--- config.mk ---
export PLATFORM = sky130hd
export DESIGN_NAME = bcd_serial_adder
export DESIGN_NICKNAME = d
export VERILOG_FILES = /design/src/rtl/bcd_serial_adder.sv
export SDC_FILE = /design/constraint.sdc
export NUM_CORES = 1
export LEC_CHECK = 0
export ABC_AREA = 1
export BUFFER_PORTS_ARGS = -buffer_cell sky130_fd_sc_hd__buf_2
export CAP_MARGIN = 20
export CORE_AREA = 5 5 78 87
export DETAILED_ROUTE_END_ITERATION = 12
export DIE_AREA = 0 0 83 92
export PLACE_DENSITY = 0.81
export SLEW_MARGIN = 30
export SYNTH_ARGS = -nofsm -noshare
export SYNTH_HDL_FRONTEND = slang
export SYNTH_SLANG_ARGS = --single-unit
--- constraint.sdc ---
create_clock -name clk -period 5.96 [get_ports clk]
set_input_delay 1.49 -clock clk [delete_from_list [all_inputs] [get_ports clk]]
set_output_delay 1.49 -clock clk [all_outputs]
set_load 0.1 [all_outputs]
--- src/rtl/bcd_serial_adder.sv ---
// Digit-serial packed-BCD adder: one decimal digit per clock, LSD first, start/busy/done handshake.
// Optional invalid-digit detection is built when BCD_SERIAL_ERR_EN is defined.
module bcd_serial_adder #(
  parameter int unsigned DIGITS = 4
) (
  input  logic                  clk,
  input  logic                  rst,
  input  logic                  start,
  input  logic [4*DIGITS-1:0]   a,
  input  logic [4*DIGITS-1:0]   b,
  input  logic                  cin,
  output logic                  busy,
  output logic                  done,
  output logic [4*DIGITS-1:0]   sum,
  output logic                  cout,
  output logic                  err
);

  localparam int unsigned W    = 4 * DIGITS;
  localparam int unsigned IdxW = (DIGITS > 1) ? $clog2(DIGITS) : 1;

  typedef enum logic [1:0] {StIdle, StAdd, StDone} state_e;

  state_e          state_q;
  logic [W-1:0]    a_q, b_q, work_q, work_d;
  logic            carry_q, carry_d;
  logic [IdxW-1:0] idx_q;
  logic [3:0]      a_dig, b_dig, dig;
  logic [4:0]      t, t_adj;
  logic            last;
  logic            accept;

  always_comb begin
    a_dig = a_q[4*idx_q +: 4];
    b_dig = b_q[4*idx_q +: 4];
    t     = 5'(a_dig) + 5'(b_dig) + 5'(carry_q);
    t_adj = t + 5'd6;
    if (t > 5'd9) begin
      dig     = t_adj[3:0];
      carry_d = 1'b1;
    end else begin
      dig     = t[3:0];
      carry_d = 1'b0;
    end
    work_d = work_q;
    work_d[4*idx_q +: 4] = dig;
    last = (idx_q == IdxW'(DIGITS - 1));
  end

  // The done cycle doubles as the idle boundary, so back-to-back starts run every DIGITS+1 cycles.
  assign accept = start && ((state_q == StIdle) || (state_q == StDone));

`ifdef BCD_SERIAL_ERR_EN
  logic err_work_q, err_q, dig_bad;
  assign dig_bad = (a_dig > 4'd9) || (b_dig > 4'd9);
  assign err     = err_q;
`else
  assign err = 1'b0;
`endif

  always_ff @(posedge clk) begin
    if (rst) begin
      state_q <= StIdle;
      a_q     <= '0;
      b_q     <= '0;
      work_q  <= '0;
      carry_q <= 1'b0;
      idx_q   <= '0;
      busy    <= 1'b0;
      done    <= 1'b0;
      sum     <= '0;
      cout    <= 1'b0;
`ifdef BCD_SERIAL_ERR_EN
      err_work_q <= 1'b0;
      err_q      <= 1'b0;
`endif
    end else begin
      done <= 1'b0;
      case (state_q)
        StIdle, StDone: begin
          if (accept) begin
            a_q     <= a;
            b_q     <= b;
            carry_q <= cin;
            work_q  <= '0;
            idx_q   <= '0;
            busy    <= 1'b1;
            state_q <= StAdd;
`ifdef BCD_SERIAL_ERR_EN
            err_work_q <= 1'b0;
`endif
          end else begin
            state_q <= StIdle;
          end
        end
        StAdd: begin
          work_q  <= work_d;
          carry_q <= carry_d;
          idx_q   <= idx_q + IdxW'(1);
`ifdef BCD_SERIAL_ERR_EN
          err_work_q <= err_work_q | dig_bad;
`endif
          if (last) begin
            state_q <= StDone;
            idx_q   <= '0;
            busy    <= 1'b0;
            done    <= 1'b1;
            sum     <= work_d;
            cout    <= carry_d;
`ifdef BCD_SERIAL_ERR_EN
            err_q <= err_work_q | dig_bad;
`endif
          end
        end
        default: state_q <= StIdle;
      endcase
    end
  end

endmodule
## Yosys cells after proc, flatten, opt, wreduce, memory -nomap -nowiden

Index checks and enable logic that the tools add are counted.

| storage, ports and cells | value |
|---|---|
| word-level logic and storage cells | 53 |
| flip-flop bits (word level) | 72 |

| cells by class | value |
|---|---|
| reductions and logical operators | 10 |
| $add $sub $neg | 5 |
| multiplexer cells | 17 |
| order comparisons | 1 |
| bitwise logic cells | 1 |
| equal/unequal tests | 5 |
| shift operators | 4 |

Operators by type and width:

| kind | number |
|---|---|
| $neg 4->34 | 1 |
| $shift 4x34->16 const A | 1 |
| $shiftx 4x34->16 | 1 |
| $pmux 16 s2 | 1 |
| $shiftx 16x5->4 | 2 |
| $bwmux 16 | 1 |
| $mux 16 | 1 |
| $pmux 2 s2 | 2 |
| $mux 1 | 6 |
| $mux 2 | 3 |
| $reduce_and 2->1 | 3 |
| $add 4x4->5 | 1 |
| $add 5x1->5 | 1 |
| $gt 5x4->1 const B | 1 |
| $add 4x3->4 const B | 1 |
| $eq 2x2->1 const B | 2 |
| $mux 4 | 1 |
| $ne 2x2->1 const B | 2 |
| $pmux 1 s2 | 2 |
| $reduce_or 2->1 | 2 |
| $reduce_and 3->1 | 1 |
| $add 2x1->2 const B | 1 |
| $eq 2x1->1 const B | 1 |
| $logic_not 2->1 | 1 |
| other kinds (4) | 4 |

## Logic depth before layout (Yosys ltp)

Gate-level depths: netlist of the first run.

| logic depth | value |
|---|---|
| word-level depth | 8 |
| gate-level depth with buffers | 22 |
| depth with buffers taken out | 20 |

## Worst setup path before layout of the first run

OpenSTA, ideal clock, no wires.

| timing | value |
|---|---|
| kind | register to register |
| from | register idx_q[0] |
| to | register work_q[5] |
| data arrival time | 3.091 ns |
| path buffers | 2 |
| data required time | 5.890 ns |
| slack | 2.799 ns |
| library setup time | 0.070 ns |
| cell stages (with the launch flop) | 21 |
| path through | dfxtp_1 inv_1 clkbuf_1 buf_2 nor2_1 o22ai_1 fa_1 fa_1 inv_1 ha_1 inv_1 nor2_1 a21oi_2 nand2_2 nand2_4 nand2_2 nand2_2 nand4_1 nand2_1 nand2_1 a21oi_2 |

| between the ends | value |
|---|---|
| word-level cells in the longest chain between the ends | 8 |
| elaborated cells between the ends (all ways) | 12 |

Ends and longest elaborated chain:

| item | RTL line | RTL |
|---|---|---|
| from (decl) | 27 | `logic [IdxW-1:0] idx_q;` |
| from (signal assigned) | 99 | `idx_q <= idx_q + IdxW'(1);` |
| $shiftx 16x5->4, on equally long branches | 34, 35 |  |
| $add 4x4->5 | 36 | `t = 5'(a_dig) + 5'(b_dig) + 5'(carry_q);` |
| $add 5x1->5 | 36 |  |
| $add 4x3->4 or $gt 5x4->1 (tied branches) | 37, 38 |  |
| $mux 4 | 38 | `if (t > 5'd9) begin` |
| $shiftx 4x34->16 | 46 | `work_d[4*idx_q +: 4] = dig;` |
| $bwmux 16 * | 46 |  |
| $pmux 16 s2 * | 79 | `case (state_q)` |
| to (signal assigned) | 97 | `work_q <= work_d;` |
| to (decl) | 25 | `logic [W-1:0] a_q, b_q, work_q, work_d;` |

Mark *: on every way between the ends. The rest lies on a longest branch, timed or not.
A chain may end at the register's enable or synchronous reset.

## Worst setup path after layout of the first run

| timing | value |
|---|---|
| from | register idx_q[0] |
| to | register work_q[7] |

The elaborated chain is that of the path after synthesis.

==> results of run 1 <==
==> cell usage in the layout, fill, tap and decap left out, drive strengths merged <==
cell type,netlist,layout
nand2,101,101
conb,1,1
nor3,1,1
a21oi,20,20
fa,2,2
nand3,32,32
a31oi,1,1
bufinv,0,2
dfxtp,72,72
a22oi,2,2
nand4,5,5
inv,27,28
buf,6,55
clkinv,2,4
o21bai,2,2
clkinvlp,0,1
nor4,1,1
o21ai,53,53
nor2,96,96
clkbuf,17,10
ha,10,10
a2bb2oi,3,3
a22o,1,1
o22ai,8,8
==> per-layer routing <==
| metal | routed length [um] | share of wire (%) |
|---|---|---|
| met1 | 3253 | 43 |
| met2 | 3729 | 49 |
| met3 | 529 | 6.9 |
| met4 | 138 | 1.8 |
| met5 | 0 | 0 |
==> cells by family (layout without fill, tap and decap cells) <==
logic type,after synthesis,count (layout),share of synthesized area [%]
adder cells (fa/ha/maj),12,12,4.889
other,1,1,0.1110
AO/OA/AOI/OAI,90,90,15.96
flip-flops,72,72,42.67
buffers and inverters,52,100,6.259
AND/OR/NAND/NOR,236,236,30.11
==> worst paths after layout <==
path / from / endpoint / slack (ps)
setup / recovery: idx_q[0] / work_q[7] / 1800
hold / removal: sum[10] / sum[10] / 470
setup reg to reg: idx_q[0] / work_q[7] / 1800
hold reg to reg: sum[10] / sum[10] / 470
==> area by class of cell <==
class | count | area (um2)
Clock buffer | 10 | 137.6
Clock inverter | 6 | 90.09
Fill cell | 508 | 1856
Inverter | 29 | 108.9
Multi-Input combinational cell | 339 | 1725
Sequential cell | 72 | 1441
Tap cell | 77 | 96.34
Timing Repair Buffer | 55 | 277.8
==> sequential cells by signal (all words and copies together) (netlist names) <==
| signal | flops |
|---|---|
| work_q | 16 |
| done | 1 |
| a_q | 16 |
| state_q | 2 |
| b_q | 16 |
| cout | 1 |
| carry_q | 1 |
| idx_q | 2 |
| sum | 16 |
| busy | 1 |
==> worst max-delay path: stages, from the launching register on <==
cell      delay (ps)
dfxtp_1          870
inv_1            520
o21ai_0          300
o22ai_1          130
fa_1             460
fa_1             410
inv_1             80
nand2_2           50
nand2_2           80
ha_1             170
inv_1             50
nor2_1           120
a21oi_2           50
nand2_2          100
nand2_4           90
nand2_4           80
nand4_2          110
o21bai_2         190
nand2_1           90
a21oi_2          140
==> where the power goes <==
part | leakage [nW] | switching, mW | internal (mW) | total [mW]
clock | 0.113 | 0.189 | 0.248 | 0.437
sequential | 0.589 | 0.0195 | 0.505 | 0.524
combinational | 1.08 | 0.198 | 0.100 | 0.298
total | 1.78 | 0.407 | 0.853 | 1.26
==> through the flow <==
| stage | utilization, % | setup slack [ps] | cell area, um2 | std cells | hold slack (ps) |
|---|---|---|---|---|---|
| after floorplan | - | 2799 | 3378 | 463 | 444.6 |
| after global placement | 63.66 | 2031 | 3650 | 572 | 452.7 |
| after detailed placement | 63.66 | 1870 | 3650 | 572 | 458.3 |
| after CTS | 67.63 | 1836 | 3877 | 588 | 470.9 |
| after global routing | 67.63 | 1380 | 3877 | 588 | 485.0 |
| final | 67.63 | 1804 | 3877 | 588 | 466.5 |
==> impl_results.md, run 1 <==
* Distinct cells, synth at 33
* Met2 GRT Util at 36.03%
* CTS tree: yes
* Cell taking the most area after synthesis: dfxtp_1
* Detail-routed via count per cell at 5.184
* DIE HEIGHT at 92 um
* TritonRoute pass-1 iters at 4
* Vias in the first global route at 2,851
* Endpoint type of the worst setup path: flop
* Die area at 7636 um2
* Number of flops mapped to enable cells by yosys at 0
* Clock Latency Late Sink at 360 ps
* Top post-synthesis cells by area: dfxtp_1, nor2_1, nand2_1
* Mapped Area at 3378 um2
* Crit start category: flop
* Fraction of registers with async set/reset at 0%
* Max clock buf depth at 2
* #FFs+latches synth at 72
* Largest net degree at the start of global routing at 51
* Reg2Reg Depth at 19
* Initial Utilization at 58.93%
* # IOs at 56
* DRC viols at 0
* Vias after detailed routing at 3,048
* Critical Path RT at 6250 ps
* Count leader, synth: nor2_1
* Die Wd at 83 um
* Commonest cells in the netlist: nor2_1, nand2_1, dfxtp_1
* Period utilisation layout at 69.73%
* Post-synth top area share at 42.67%
* Final antenna-violating net count at 0
* Leakage at 1.781 nW
* H-tree depth at 3
* Fin nets at 554
* Mean post-synth cell area at 7.296 um2
* Met1 usage in global routing at 24.22%
* Avg WL per Cell at 13.01 um
* Gp weighted congestion at 0.8579
* Fin. max-slew vios at 0
* Crit-path max FO at 26
* First DRT Iteration DRCs at 177
* Final Total Pwr at 1.260 mW
* Met3 GRT Util at 5.556%
* Hold_buf cts at 0
* Top Usage Layer GRT: met2
* # rows at 29
* Global route total overflow at 0
* Final worst clock skew at 11.94 ps
* Worst slew pin tran at 841.5 ps
* Setup violators final at 0
* Inserted Clock Buffers at 9
* Crit path time final at 4156 ps
* Overall Global Routing Usage at 20.52%
* CP Class: reg -> reg
* Synth-to-Final Area Change at 14.78%
* Port bufs at 54
* Syn nets at 511
* Ys flop type: dfxtp_1
* Post-DP HPWL at 5473 um
* Worst hold path class: reg -> reg
* CTS sink count at 72
* Hold Vio Cnt, Final at 0
* First-pass GRT wire length at 12,940 um
* Clock transition at path regs at 80 ps
* Final WL at 7651 um
* Outcome: completed
* Unrepaired setup endpoints after global routing: false
* Core area at 5733 um2
* Post-synthesis sequential area ratio at 42.67%
* Worst EP arrival at 4450 ps
* Synth Instances at 463
* Share of layout cells above drive strength 1 at 20.94%
* Post-route setup TNS at 0 ps
* Relative slew slack at 43.55%
* Post-CTS setup buffers at 0
* Cell depth of the worst hold path at 2
* Maximum VDD drop at 264.4 uV
* CTS root buf: clkbuf_8
* Synthesis warning total at 0
* # diodes at 0
* Max-cap viol count at 0
* Fmax at 240.6 MHz
* Resized cells post-CTS at 0
* Initial antenna violation count at 0
* P per Cell Area at 325.0 nW/um2
No activity file was read; power rests on OpenSTA's default activity.
==> run 2, diff against run 1 <==
--- a/config.mk
+++ b/config.mk
@@ -5,13 +5,13 @@
 export SDC_FILE = /design/constraint.sdc
 export NUM_CORES = 1
 export LEC_CHECK = 0
-export ABC_AREA = 1
+export ABC_AREA = 0
 export BUFFER_PORTS_ARGS = -buffer_cell sky130_fd_sc_hd__buf_2
 export CAP_MARGIN = 20
-export CORE_AREA = 5 5 78 87
+export CORE_AREA = 5 5 83 93
 export DETAILED_ROUTE_END_ITERATION = 12
-export DIE_AREA = 0 0 83 92
-export PLACE_DENSITY = 0.81
+export DIE_AREA = 0 0 88 98
+export PLACE_DENSITY = 0.73
 export SLEW_MARGIN = 30
 export SYNTH_ARGS = -nofsm -noshare
 export SYNTH_HDL_FRONTEND = slang
==> constraint.sdc (replaced) <==
create_clock -name clk -period 3.7 [get_ports clk]
set_input_delay 0.925 -clock clk [delete_from_list [all_inputs] [get_ports clk]]
set_output_delay 0.925 -clock clk [all_outputs]
set_load 0.1 [all_outputs]
==> run 2 against run 1 <==
Compared with the run above: highest routed layer unchanged; utilization decreased by 10 points; non-clock buffer count increased by 12; global-route usage decreased by 2.0 points; die area increased by 13%; largest power group unchanged; sequential cell count unchanged.
==> impl_results.md, run 2 <==
* Critical path's slowest cell: mux4_2
* Routed wire length on met3 at 434 um
* Worst EP arrival at 3740 ps
* Psw at 487.9 uW
* Vias in the first global route at 2,680
* Crit start category: flop
* H-tree depth at 3
* CTS sink count at 72
* Fin. max-slew vios at 0
* Leakage at 1.579 nW
* Count leader, synth: nand2_1
* CTS root buf: clkbuf_8
* Post-Route M1 WL at 3354 um
* Synth Instances at 366
* Commonest cells in the netlist: nand2_1, dfxtp_1, a21oi_1
* Crit path time final at 3517 ps
* Endpoint type of the worst setup path: flop
* Relative slew slack at 56.31%
* Worst slew pin tran at 650.4 ps
* Critical Path RT at 3920 ps
* Worst R2R Start: idx_q[0]
* Number of flops mapped to enable cells by yosys at 0
* Final antenna-violating net count at 0
* TritonRoute pass-1 iters at 4
* Final worst clock skew at 4.558 ps
* Worst hold path class: reg -> reg
* Outcome: completed
* Clock transition at path regs at 70 ps
* Fin nets at 471
* Fraction of registers with async set/reset at 0%
* Initial antenna violation count at 0
* Distinct cells, synth at 41
* First-pass GRT wire length at 12,660 um
* Inserted Clock Buffers at 9
* Core area at 6766 um2
* Detail-routed via count per cell at 5.447
* Avg WL per Cell at 14.73 um
* Metal2 WL at 3616 um
* FF-to-FF setup slack at 180 ps
* Max-cap viol count at 0
* Max clock buf depth at 2
* Post-synth top area share at 44.32%
* Crit-path max FO at 5
* Top post-synthesis cells by area: dfxtp_1, nand2_1, a21oi_1
* Cell area after layout at 3875 um2
* Initial Utilization at 48.06%
* # diodes at 0
* Syn nets at 414
* Synth-to-Final Area Change at 19.16%
* Worst hold endpoint: cout
* Maximum VDD drop at 323.5 uV
* First DRT Iteration DRCs at 190
* Vias after detailed routing at 2,789
* Hold slack at 442.0 ps
* # rows at 32
* Cell depth of the worst hold path at 2
* Die Wd at 88 um
* Post-DP HPWL at 5638 um
* Top routing layer used: met4
* Fmax at 284.3 MHz
* Comb pwr share at 18.3%
* DRC viols at 0
* Unrepaired setup endpoints after global routing: false
* Cell taking the most area after synthesis: dfxtp_1
* Port bufs at 54
* Period utilisation layout at 95.07%
* DIE HEIGHT at 98 um
* Clock Latency Late Sink at 340 ps
* CTS tree: yes
* Commonest non-fill, non-tap cell in the layout: nand2_1
* Reg-to-reg endpoint: work_q[2]
* Post-synthesis sequential area ratio at 44.32%
* Overall Global Routing Usage at 18.56%
* Util after Layout at 57.27%
* CP Cell Sequence: mux4_2, fa_1, fa_2, xor2_2, inv_2, ha_1, nor2b_4, a211oi_2, o21ba_4, a2111oi_4, o21ai_1
* Most frequent cells in the layout: nand2_1, dfxtp_1, buf_2
* Setup ws final at 182.5 ps
* P per Cell Area at 474.0 nW/um2
* Largest net degree at the start of global routing at 43
* CP Class: reg -> reg
* Internal Power at 1.349 mW
* Hold Startpoint: cout
* Synthesis warning total at 0
* Mapped Area at 3252 um2
* Die area at 8624 um2
* Hold Vio Cnt, Final at 0
* #FFs+latches synth at 72
* DP Area at 3632 um2
* Sequential power share at 44.6%
* Reg2Reg Depth at 11
* Mean post-synth cell area at 8.885 um2
* Switching Share at 26.57%
* Gp weighted congestion at 0.8549
* Global route total overflow at 0
* Clock share of power at 37.1%
* Setup violators final at 0
* Ys flop type: dfxtp_1
* Share of layout cells above drive strength 1 at 25.53%
* Dpl ws at -13.11 ps
* CP max stage delay at 530 ps
* # IOs at 56
* Crit path launch: idx_q[0]
* Final WL at 7543 um
==> run 2: changes by cell type after synthesis, moves of 5 or more <==
| cell | previous run | this run |
|---|---|---|
| o221ai_1 | 0 | 8 |
| o21ai_0 | 52 | 0 |
| nand2_2 | 8 | 1 |
| a21oi_1 | 8 | 44 |
| a21oi_2 | 12 | 0 |
| a22o_1 | 1 | 6 |
| a22oi_1 | 2 | 14 |
| nor2_1 | 93 | 11 |
| mux4_2 | 0 | 8 |
| inv_1 | 23 | 9 |
| o21ai_1 | 1 | 19 |
| o22ai_1 | 8 | 1 |
| nand3_1 | 30 | 3 |
| nand2_1 | 91 | 100 |
==> run 2: layer usage <==
layer,up-vias,GRT usage [%]
li1,1397,-
met1,1304,24.95
met2,77,28.71
met3,11,3.460
met4,0,8.383
met5,-,0
==> run 2: final cells by class <==
type,instances,area [um2]
clock buffer,12,155.1
clock inverter,3,65.06
fill,618,2892
inverter,12,45.04
multi-input combinational,261,1693
sequential,72,1443
tap,85,106.4
timing repair buffer,67,367.9
==> run 2: worst max-delay path by stage <==
| stage | to | slack, ps | cells past startpoint |
|---|---|---|---|
| floorplan | sum[10] | 40 | 12 |
| global placement | sum[6] | 90 | 11 |
| finish | work_q[2] | 180 | 11 |
| detailed placement | sum[6] | -10 | 11 |
| CTS | sum[1] | 4 | 11 |
| global route | work_q[2] | 50 | 11 |
==> run 2: power groups by stage <==
stage / combinational, mW / sequential [mW] / clock [mW]
after floorplan: 0.235 / 0.838 / 0
after global placement: 0.317 / 0.835 / 0
after detailed placement: 0.324 / 0.836 / 0
after CTS: 0.326 / 0.819 / 0.701
after global routing: 0.368 / 0.822 / 0.731
final: 0.336 / 0.819 / 0.681
==> run 2: worst max-delay path, delay by kind of cell, from the launching register on <==
family	cells	cell delay, ps
AOI/OAI and AO/OA	4	910
xor gates and xnor gates	1	190
adders and majority gates	3	1060
buffers and inverters	1	80
DFF	1	400
muxes	1	530
and+or+nand+nor	1	210
==> run 2: logic make-up after synthesis <==
| logic type | synth area share, % |
|---|---|
| xor gates and xnor gates | 0.5003 |
| buffers and inverters | 4.232 |
| AOI/OAI and AO/OA | 23.24 |
| muxes | 5.541 |
| adders and majority gates | 5.079 |
| and+or+nand+nor | 16.97 |
| other | 0.1153 |
| DFF | 44.32 |
==> run 2: what timing repair did <==
action / in CTS / in global routing
endpoints found under the setup margin: 4 / 16
setup buffers: 0 / 1
cloned: 0 / 0
hold endpoints to repair: 0 / 0
resized for setup: 0 / 4
hold buffers: 0 / 0
pin swaps: 2 / 2
==> run 2: metrics by stage <==
step | total power [mW] | cells | setup TNS [ps]
floorplan | 1.073 | 366 | 0
global placement | 1.152 | 496 | 0
detailed placement | 1.161 | 496 | -28.68
CTS | 1.847 | 511 | 0
global route | 1.922 | 512 | 0
finish | 1.837 | 512 | 0
==> run 3, diff against run 2 <==
--- a/config.mk
+++ b/config.mk
@@ -11,7 +11,8 @@
 export CORE_AREA = 5 5 83 93
 export DETAILED_ROUTE_END_ITERATION = 12
 export DIE_AREA = 0 0 88 98
-export PLACE_DENSITY = 0.73
+export GPL_TIMING_DRIVEN = 0
+export PLACE_DENSITY = 0.86
 export SLEW_MARGIN = 30
 export SYNTH_ARGS = -nofsm -noshare
 export SYNTH_HDL_FRONTEND = slang
==> run 3 against run 2 <==
Compared with the run above: fmax is 2.8% lower; combinational power is 9.8% higher; global-route usage is 0.99 points higher; critical endpoint is now work_q[6]; largest power group unchanged.
==> impl_results.md, run 3 (synthesized netlist as in run 2, its figures left out) <==
* Outcome: completed
* Vias in the first global route at 2,906
* Relative slew slack at 47.06%
* Global route total overflow at 0
* Critical Path RT at 3930 ps
* Crit path launch: idx_q[0]
* Fmax at 276.4 MHz
* CP Class: reg -> reg
* Crit-path max FO at 8
* # rows at 32
* Largest net degree at the start of global routing at 13
* Crit path time final at 3619 ps
* Final WL at 8112 um
* Final worst clock skew at 7.565 ps
* Commonest non-fill, non-tap cell in the layout: nand2_1
* Max-cap viol count at 0
* Inserted Clock Buffers at 9
* Avg WL per Cell at 15.36 um
* Util after Layout at 58.58%
* P per Cell Area at 467.8 nW/um2
* Port bufs at 53
* DRC viols at 0
* Worst R2R Start: idx_q[0]
* Share of layout cells above drive strength 1 at 24.83%
* Worst EP arrival at 3850 ps
* Die Wd at 88 um
* Max clock buf depth at 2
* CTS sink count at 72
* Reg2Reg Depth at 12
* CP endpoint: work_q[6]
* Reg-to-reg endpoint: work_q[6]
* Detail-routed via count per cell at 5.530
* Hold Vio Cnt, Final at 0
* Initial antenna violation count at 0
* FF-to-FF setup slack at 80 ps
* First-pass GRT wire length at 13,370 um
* Setup violators final at 0
* Die area at 8624 um2
* Worst hold path class: reg -> reg
* CTS tree: yes
* Gp weighted congestion at 0.8599
* TritonRoute pass-1 iters at 5
* Crit start category: flop
* Period utilisation layout at 97.80%
* Hold Startpoint: cout
* # diodes at 0
* Worst slew pin tran at 794.1 ps
* Core area at 6766 um2
* DIE HEIGHT at 98 um
* # IOs at 56
* First DRT Iteration DRCs at 230
* Hold slack at 437.1 ps
* Post-DP HPWL at 5881 um
* Leakage at 1.590 nW
* Fin nets at 486
* Fin. max-slew vios at 0
* H-tree depth at 3
* Vias after detailed routing at 2,920
* Clock Latency Late Sink at 350 ps
* Overall Global Routing Usage at 19.55%
* Final antenna-violating net count at 0
* Initial Utilization at 48.06%
* Maximum VDD drop at 354.6 uV
* Synth-to-Final Area Change at 21.89%
* Most frequent cells in the layout: nand2_1, dfxtp_1, buf_2
* CTS root buf: clkbuf_8
* Endpoint type of the worst setup path: flop
* Clock transition at path regs at 70 ps
-- run 3: area by class of cell --
class | instances | area (um2)
multi-input combinational | 261 | 1718
clock inverter | 5 | 81.33
sequential | 72 | 1445
buffer | 21 | 111.4
timing repair buffer | 61 | 325.3
clock buffer | 11 | 131.4
tap | 85 | 106.4
inverter | 12 | 45.04
fill | 570 | 2803
-- run 3: worst max-delay path, stage by stage, from the launching register on --
cell	delay, ps
dfxtp_4	400
buf_12	130
mux4_2	530
fa_2	410
fa_2	400
xor2_2	170
inv_2	80
ha_2	200
nor2b_4	210
a2111oi_4	60
o21ba_4	280
a2111oi_4	490
o21ai_1	120
-- run 3: worst min-delay path by stage --
stage	to	slack [ps]	cells after the start
after floorplan	work_q[15]	430	2
after global placement	cout	420	2
after detailed placement	cout	430	2
after CTS	cout	440	2
after global routing	b_q[14]	480	2
final	cout	440	2
-- run 3: per-stage QoR --
stage / area, um2 / worst slack, ps / std cells / power [mW] / TNS [ps]
6_report: 3964 / 81.41 / 528 / 1.854 / 0
5_1_grt: 3964 / -2.836 / 528 / 1.929 / -3.611
4_1_cts: 3879 / 74.28 / 521 / 1.830 / 0
3_5_place_dp: 3633 / -496.9 / 504 / 1.158 / -7434
3_3_place_gp: 3633 / -385.4 / 504 / 1.146 / -5547
2_1_floorplan: 3262 / 38.60 / 366 / 1.073 / 0
-- run 3: power by group --
part | internal, mW | switching, mW
clock network | 0.380 | 0.287
logic | 0.147 | 0.222
registers | 0.802 | 0.0161
-- run 3: per-layer routing --
layer	track usage [%]	vias to the layer above	wire, um
met5	0	-	0
li1	-	1435	-
met2	33.00	120	4091
met1	23.81	1348	3268
met4	6.139	0	137
met3	5.485	17	614
-- run 3: timing repair --
| item | 4_1_cts | 5_1_grt |
|---|---|---|
| setup endpoints to repair | 18 | 14 |
| gates resized for setup | 8 | 7 |
| cloned | 0 | 0 |
| pin swaps | 5 | 6 |
| hold buffers | 0 | 0 |
| setup buffers | 1 | 7 |
